[config.mk]
export PLATFORM = sky130hd
export DESIGN_NAME = qarma64_sched
export DESIGN_NICKNAME = d
export VERILOG_FILES = /design/src/rtl/qarma64_sched.sv
export SDC_FILE = /design/constraint.sdc
export NUM_CORES = 1
export LEC_CHECK = 0
export CAP_MARGIN = 5
export CORE_MARGIN = 2
export CORE_UTILIZATION = 51
export CTS_CLUSTER_SIZE = 8
export DETAILED_ROUTE_END_ITERATION = 6
export PLACE_DENSITY = 0.79
export SLEW_MARGIN = 20
export SYNTH_ARGS = -nofsm -noshare
export SYNTH_HDL_FRONTEND = slang
export SYNTH_SLANG_ARGS = --single-unit
[constraint.sdc]
create_clock -name clk -period 12.35 [get_ports clk]
set_input_delay 1.8525 -clock clk [delete_from_list [all_inputs] [get_ports clk]]
set_output_delay 1.8525 -clock clk [all_outputs]
set_load 0.005 [all_outputs]
[src/rtl/qarma64_sched.sv]
// qarma64_sched -- request scheduler in front of a QARMA-64 cipher core.
//
// Requests {tweak,data} are queued in a FIFO_DEPTH-entry FIFO. A small
// IDLE/LOAD/RUN FSM pops the FIFO head into registered core operands, pulses
// core_reset_n low for one cycle to start the core, waits for core_ready and
// captures core_out into a single-entry result slot (rsp_valid/rsp_data).
//
// Ports:
//   clk, reset                  clock, asynchronous active-high reset
//   req_valid/req_ready         request handshake
//   req_data, req_tweak         64-bit plaintext and tweak
//   key                         128-bit {w0,k0}, sampled on entry to LOAD
//   rsp_valid/rsp_ready         result handshake, rsp_data = ciphertext
//   core_reset_n                core start strobe (low = load)
//   core_in/core_tweak/core_key registered operands to the core
//   core_out, core_ready        core result and idle flag
//   busy                        FSM not IDLE or FIFO non-empty
//
// Option: define QARMA64_SCHED_TWEAK_CTR_EN to replace req_tweak by an
// internal 64-bit counter that advances once per accepted request.

module qarma64_sched #(
    parameter int unsigned FIFO_DEPTH = 4
) (
    input  logic         clk,
    input  logic         reset,
    input  logic         req_valid,
    output logic         req_ready,
    input  logic [63:0]  req_data,
    input  logic [63:0]  req_tweak,
    input  logic [127:0] key,
    output logic         rsp_valid,
    input  logic         rsp_ready,
    output logic [63:0]  rsp_data,
    output logic         core_reset_n,
    output logic [63:0]  core_in,
    output logic [63:0]  core_tweak,
    output logic [127:0] core_key,
    input  logic [63:0]  core_out,
    input  logic         core_ready,
    output logic         busy
);

    localparam int unsigned AW = (FIFO_DEPTH > 1) ? $clog2(FIFO_DEPTH) : 1;
    localparam logic [AW:0] FULL_CNT = (AW + 1)'(FIFO_DEPTH);

    localparam logic [1:0] S_IDLE = 2'd0;
    localparam logic [1:0] S_LOAD = 2'd1;
    localparam logic [1:0] S_RUN  = 2'd2;

    logic [1:0]    state_q, state_d;
    logic          first_q;          // first RUN cycle: core_ready still stale
    logic [127:0]  mem_q [FIFO_DEPTH];
    logic [AW-1:0] wr_ptr_q, rd_ptr_q;
    logic [AW:0]   count_q, count_d;
    logic          rsp_valid_q, rsp_valid_d;
    logic [63:0]   rsp_data_q;
    logic [63:0]   core_in_q, core_tweak_q;
    logic [127:0]  core_key_q;

    logic          empty, full, push, capture, load_go;
    logic [127:0]  head;
    logic [63:0]   fifo_tweak;

`ifdef QARMA64_SCHED_TWEAK_CTR_EN
    logic [63:0] tw_ctr_q;
    logic        unused_req_tweak;

    assign unused_req_tweak = ^req_tweak;
    assign fifo_tweak       = tw_ctr_q;

    always_ff @(posedge clk or posedge reset) begin
        if (reset) begin
            tw_ctr_q <= '0;
        end else if (push) begin
            tw_ctr_q <= tw_ctr_q + 64'd1;
        end
    end
`else
    assign fifo_tweak = req_tweak;
`endif

    assign empty     = (count_q == '0);
    assign full      = (count_q == FULL_CNT);
    assign req_ready = !full && !reset;
    assign push      = req_valid && req_ready;
    assign head      = mem_q[rd_ptr_q];

    // Capture only after the first RUN cycle, and only into a free slot.
    assign capture = (state_q == S_RUN) && !first_q && core_ready &&
                     (!rsp_valid_q || rsp_ready);

    // Pop the head and latch operands on every entry into LOAD.
    assign load_go = !empty && ((state_q == S_IDLE) || capture);

    always_comb begin
        state_d = state_q;
        case (state_q)
            S_IDLE:  if (!empty) state_d = S_LOAD;
            S_LOAD:  state_d = S_RUN;
            S_RUN:   if (capture) state_d = empty ? S_IDLE : S_LOAD;
            default: state_d = S_IDLE;
        endcase
    end

    always_comb begin
        count_d = count_q;
        case ({push, load_go})
            2'b10:   count_d = count_q + 1'b1;
            2'b01:   count_d = count_q - 1'b1;
            default: count_d = count_q;
        endcase
    end

    always_comb begin
        rsp_valid_d = rsp_valid_q;
        if (capture) begin
            rsp_valid_d = 1'b1;
        end else if (rsp_valid_q && rsp_ready) begin
            rsp_valid_d = 1'b0;
        end
    end

    always_ff @(posedge clk) begin
        if (push) begin
            mem_q[wr_ptr_q] <= {fifo_tweak, req_data};
        end
    end

    always_ff @(posedge clk or posedge reset) begin
        if (reset) begin
            state_q      <= S_IDLE;
            first_q      <= 1'b0;
            wr_ptr_q     <= '0;
            rd_ptr_q     <= '0;
            count_q      <= '0;
            rsp_valid_q  <= 1'b0;
            rsp_data_q   <= '0;
            core_in_q    <= '0;
            core_tweak_q <= '0;
            core_key_q   <= '0;
        end else begin
            state_q     <= state_d;
            first_q     <= (state_q == S_LOAD);
            count_q     <= count_d;
            rsp_valid_q <= rsp_valid_d;
            if (push) begin
                wr_ptr_q <= wr_ptr_q + 1'b1;
            end
            if (load_go) begin
                rd_ptr_q     <= rd_ptr_q + 1'b1;
                core_in_q    <= head[63:0];
                core_tweak_q <= head[127:64];
                core_key_q   <= key;
            end
            if (capture) begin
                rsp_data_q <= core_out;
            end
        end
    end

    assign rsp_valid    = rsp_valid_q;
    assign rsp_data     = rsp_data_q;
    assign core_in      = core_in_q;
    assign core_tweak   = core_tweak_q;
    assign core_key     = core_key_q;
    assign core_reset_n = (state_q != S_LOAD);
    assign busy         = (state_q != S_IDLE) || !empty;

endmodule

Word-level counts from Yosys, hierarchy flattened
Memories as Yosys holds them, arrays and structs flattened. A register that Yosys moved wholly into a read port is not among the register bits.
Cells that the tools add are included.

word-level totals
  flip-flop bits (word level) = 203
  bits in latches = 0
  bits in writable memories = 512
  bits in read-only memories = 0
  input port bits = 325
  output and inout port bits = 324
  logic and storage cells = 51
  memories kept = 1

operators by class
  $add $sub $neg = 4
  multipliers = 0
  divide/modulo/power cells = 0
  order comparisons = 0
  equal/unequal tests = 8
  shifts and indexed selects = 0
  muxes and demuxes = 9
  bitwise gates (word level) = 0
  reductions and logical operators = 21

memories
  memory  words  bits a word  rd ports  clocked after memory_dff  wr ports  RTL line  RTL
  mem_q   4      128          1         1                         1         53        logic [127:0] mem_q [FIFO_DEPTH];

operators with widths
  cell                                                  number
  logical AND 1 bit                                     7
  case mux 2 bit (3 select lines)                       1
  case mux 3 bit (2 select lines)                       1
  nonzero test 2 bit                                    3
  logical NOT 1 bit                                     5
  2-to-1 mux 1 bit                                      5
  adder 2 x 1 -> 2 bit (second input constant)          2
  equality test 2 x 1 -> 1 bit (second input constant)  2
  equality test 2 bit (second input constant)           2
  2-to-1 mux 2 bit                                      2
  != test 2 bit (second input constant)                 2
  adder 3 x 1 -> 3 bit (second input constant)          1
  equality test 3 bit (second input constant)           1
  logical NOT 3 bit                                     1
  logical OR 1 bit                                      3
  subtractor 3 x 1 -> 3 bit (second input constant)     1
  logical NOT 2 bit                                     1
  != test 2 x 1 -> 1 bit (second input constant)        1
  AND reduction 2 bit                                   1

Longest topological paths before layout
  depth in word-level cells = 8
  depth in mapped cells = 12
  gate-level depth less buffers = 10

Worst setup path before layout
OpenSTA, ideal clock, no wires.

  kind = input port to flip-flop
  start = input reset
  end = memory mem_q[0][0], enable pin
  setup time = 0.503 ns
  arrival = 5.200 ns
  required time = 11.847 ns
  slack = 6.646 ns
  stages = 2
  buffers on the path = 0
  cell sequence = a31oi_1 -> and3_1

on the way
  longest elaborated chain between the ends = 5

RTL lines
  what                                    RTL line  RTL
  start, declared                         26        input logic reset,
  logical NOT 1 bit (no source line)      n/a
  logical AND 1 bit                       85        assign req_ready = !full && !reset;
  logical AND 1 bit                       86        assign push = req_valid && req_ready;
  2-to-1 mux 1 bit                        125       if (push) begin
  2-to-1 mux 1 bit (not written as such)  126       mem_q[wr_ptr_q] <= {fifo_tweak, req_data};
  end, declared                           53

No other way between the ends.

Worst setup path in the final report
  start = input reset
  end = output req_ready

on the way
  longest elaborated chain between the ends = 2

RTL lines
  what                                RTL line  RTL
  logical NOT 1 bit (no source line)  n/a
  logical AND 1 bit                   85
  end, declared                       28        output logic req_ready,

No other way between the ends.

==> results_dict.tcl <==
set metrics [dict create \
    status "completed" \
    internal-power_mw 8.10 \
    drv_slew 0 \
    slew_headroom_pct 27.9 \
    io_buffers 648 \
    yosys_register_bits 843 \
    hold_violations 0 \
    fp.dieH_um 254 \
    worst_pin_slew_ns 1.08 \
    p_leak_nw 16.0 \
    finClkSkew_ns 0.0520 \
    cts_buffers 115 \
    post-route-util_pct 69.0 \
    crit_end "req_ready" \
    gp_congestion 0.955 \
    vias_per_cell 5.42 \
    layout_min_cycle_time_ns 5.32 \
    grt_pass1_vias 17658 \
    path_max_fanout 6 \
    die_w_um 254 \
    rsz0062_at_grt "no" \
    clk_latency_ns 0.68 \
    crit_type "in -> out" \
    p_sw_share_pct 28.6 \
    synth_cell_type_count 32 \
    start_util_pct 51.7 \
    worstSetupEndpointType "output pin" \
    reg2reg_to "core_key[67]" \
    num_vias 16659 \
    setup_viol 0 \
    drtAntennaViolNets 0 \
    cts_tree "done" \
    cts.sinks 843 \
    rr_startpoint "count_q[2]" \
    power_switching_mw 3.24 \
    cts-resized-gates 0 \
    peakVddDrop_mv 0.288 \
    overflow 0 \
    clockRootBuffer "clkbuf_16" \
    die_area_um2 64500 \
    grt_util_met2_pct 44.4 \
    place_area_um2 39100 \
    r2r_setup_slack_ns 8.47 \
    drt_wl_total_mm 88.3 \
    setup_ws_ns 7.03 \
    syn_inst 1402 \
    nFillCells 3883 \
    cts_hold_buf 0 \
    place_ws_ns 6.55 \
    grt_max_degree 183 \
    drc 0 \
    fin_crit_sh_pct 43.1 \
    cts.clk_slew.worst_paths_ns 0.05 \
    drive_gt1_share_pct 23.4 \
    yosysWarnings 0 \
    critPathArrivalTime_ns 3.47 \
    combPwrFrac_pct 36.5 \
    grtUsageMet3_pct 9.44 \
    clockBufferDepth 3 \
    pwr-share-seq_pct 37.7 \
    cap_violations 0 \
    antenna_found_initial 47 \
    met1_usage_pct 30.9 \
    max_freq_mhz 188 \
    dr.pass1.iters 5 \
    avgSynthCellArea_um2 22.7 \
    critPathLaunch "reset" \
    ios 649 \
    dp_hpwl_mm 58.5 \
    syn_nets 1733 \
    powerDensity_nw_per_um2 267 \
    area_growth_pct 33.5 \
    wl_per_cell_um 28.7 \
    cp.required_ns 10.50 \
    final_net_count 2451 \
    busiest_layer "met2" \
    finish.instance_area_um2 42600 \
    fp-row-count 91 \
    h-tree-depth 3 \
    cts_setup_buffers 0 \
    clock_power_share_pct 25.8 \
    tns_ns 0 \
    coreArea_um2 61700 \
    startpoint_type "input port" \
    netlist_area_um2 31900 \
    rr_worst_depth 7 \
    min_path_type "reg -> reg" \
    ys_seq_area_share_pct 74.2 \
    grt_pass1_wl_mm 124 \
    drt_iter0_drc 1229 \
    track_usage_pct 27.0 \
]
[critical path: stages]
cell,delay [ns]
clkdlybuf4s50_1,0.52
a31oi_1,0.49
clkdlybuf4s50_1,0.62
[metal layers]
metal | share of wire (%) | routed length (um)
met1 | 36 | 31500
met2 | 51 | 45100
met3 | 8.5 | 7530
met4 | 4.4 | 3910
met5 | 0.23 | 205
[final cells by class]
type,count,area (um2),area share [%]
tap,837,1050,2.46
sequential,843,23700,55.6
inverter,12,60.1,0.141
timing repair buffer,665,6690,15.7
multi-input combinational,483,7650,18.0
clock inverter,8,193,0.453
antenna,32,80.1,0.188
clock buffer,192,3170,7.44
[state kept, by name, summed over array words and instances, names as in the netlist]
| register | cells |
|---|---|
| core_in | 64 |
| core_key | 128 |
| mem_q | 512 |
| core_tweak | 64 |
| first_q | 1 |
| rsp_data | 64 |
| count_q | 3 |
| wr_ptr_q | 2 |
| state_q | 2 |
| rsp_valid | 1 |
| rd_ptr_q | 2 |
[stage by stage]
| step | cells | power (mW) | hold slack, ns |
|---|---|---|---|
| after floorplan | 1402 | 6.62 | 0.464 |
| after global placement | 2838 | 8.34 | 0.470 |
| after detailed placement | 2839 | 8.44 | 0.474 |
| after CTS | 3039 | 11.4 | 0.485 |
| after global routing | 3068 | 11.8 | 0.496 |
| final | 3072 | 11.3 | 0.483 |
[Yosys cell counts (all sizes together)]
library cell  number  area, um2
xor2               2       17.5
nor3               1       5.00
clkbuf             7       26.3
a31o               1       8.76
nor2               3       11.3
dfrtp            331       8280
mux4             128       2880
nand2              5       21.3
nand3b             1       7.51
and3               4       25.0
ha                 5       62.6
nand4bb            1       11.3
xnor2              4       35.0
a31oi              1       6.26
fa                 1       20.0
mux2             321       4460
inv               12       45.0
and2               1       6.26
edfxtp           512      15400
mux2i              1       10.0
nand2b             2       20.0
buf               57        536
nand3              1       5.00
[kinds of logic after synthesis]
group,count (synthesis),share of synthesized area (%)
adder cells (fa/ha/maj),6,0.259
AND/OR/NAND/NOR,19,0.353
XOR/XNOR,6,0.165
multiplexers,450,23.1
flip-flops,843,74.2
AO/OA/AOI/OAI,2,0.0471
buffers and inverters,76,1.90
[cell usage in the layout (no fill, tap or decap), types with 3 or more instances in the layout]
cell / synthesis / final
clkdlybuf4s50_1: 0 / 648
edfxtp_1: 512 / 512
dfrtp_1: 331 / 329
mux2_4: 226 / 226
mux4_2: 128 / 128
clkbuf_16: 0 / 115
mux2_1: 85 / 85
clkbuf_1: 7 / 77
diode_2: 0 / 32
inv_1: 11 / 10
mux2_2: 10 / 10
buf_4: 8 / 9
ha_1: 5 / 5
xnor2_1: 4 / 4
nand2_1: 4 / 4
and3_4: 0 / 4
buf_6: 20 / 4
nor2_1: 3 / 3
clkinv_16: 0 / 3
[power groups by stage]
stage	combinational, mW	sequential [mW]	clock (mW)
after detailed placement	4.15	4.30	0
final	4.14	4.28	2.92
after floorplan	2.42	4.20	0
after CTS	4.18	4.28	2.97
after global placement	4.06	4.28	0
after global routing	4.35	4.35	3.10
[worst min path at each step]
| stage | startpoint | end | slack [ns] | cells past startpoint |
|---|---|---|---|---|
| 2_1_floorplan | count_q[2] | count_q[2] | 0.46 | 1 |
| 3_3_place_gp | core_key[66] | core_key[66] | 0.47 | 1 |
| 3_5_place_dp | core_key[78] | core_key[78] | 0.47 | 1 |
| 4_1_cts | core_key[74] | core_key[74] | 0.48 | 1 |
| 5_1_grt | core_key[78] | core_key[78] | 0.50 | 1 |
| 6_report | core_key[74] | core_key[74] | 0.48 | 1 |
Power figures use the tool's default switching activity.
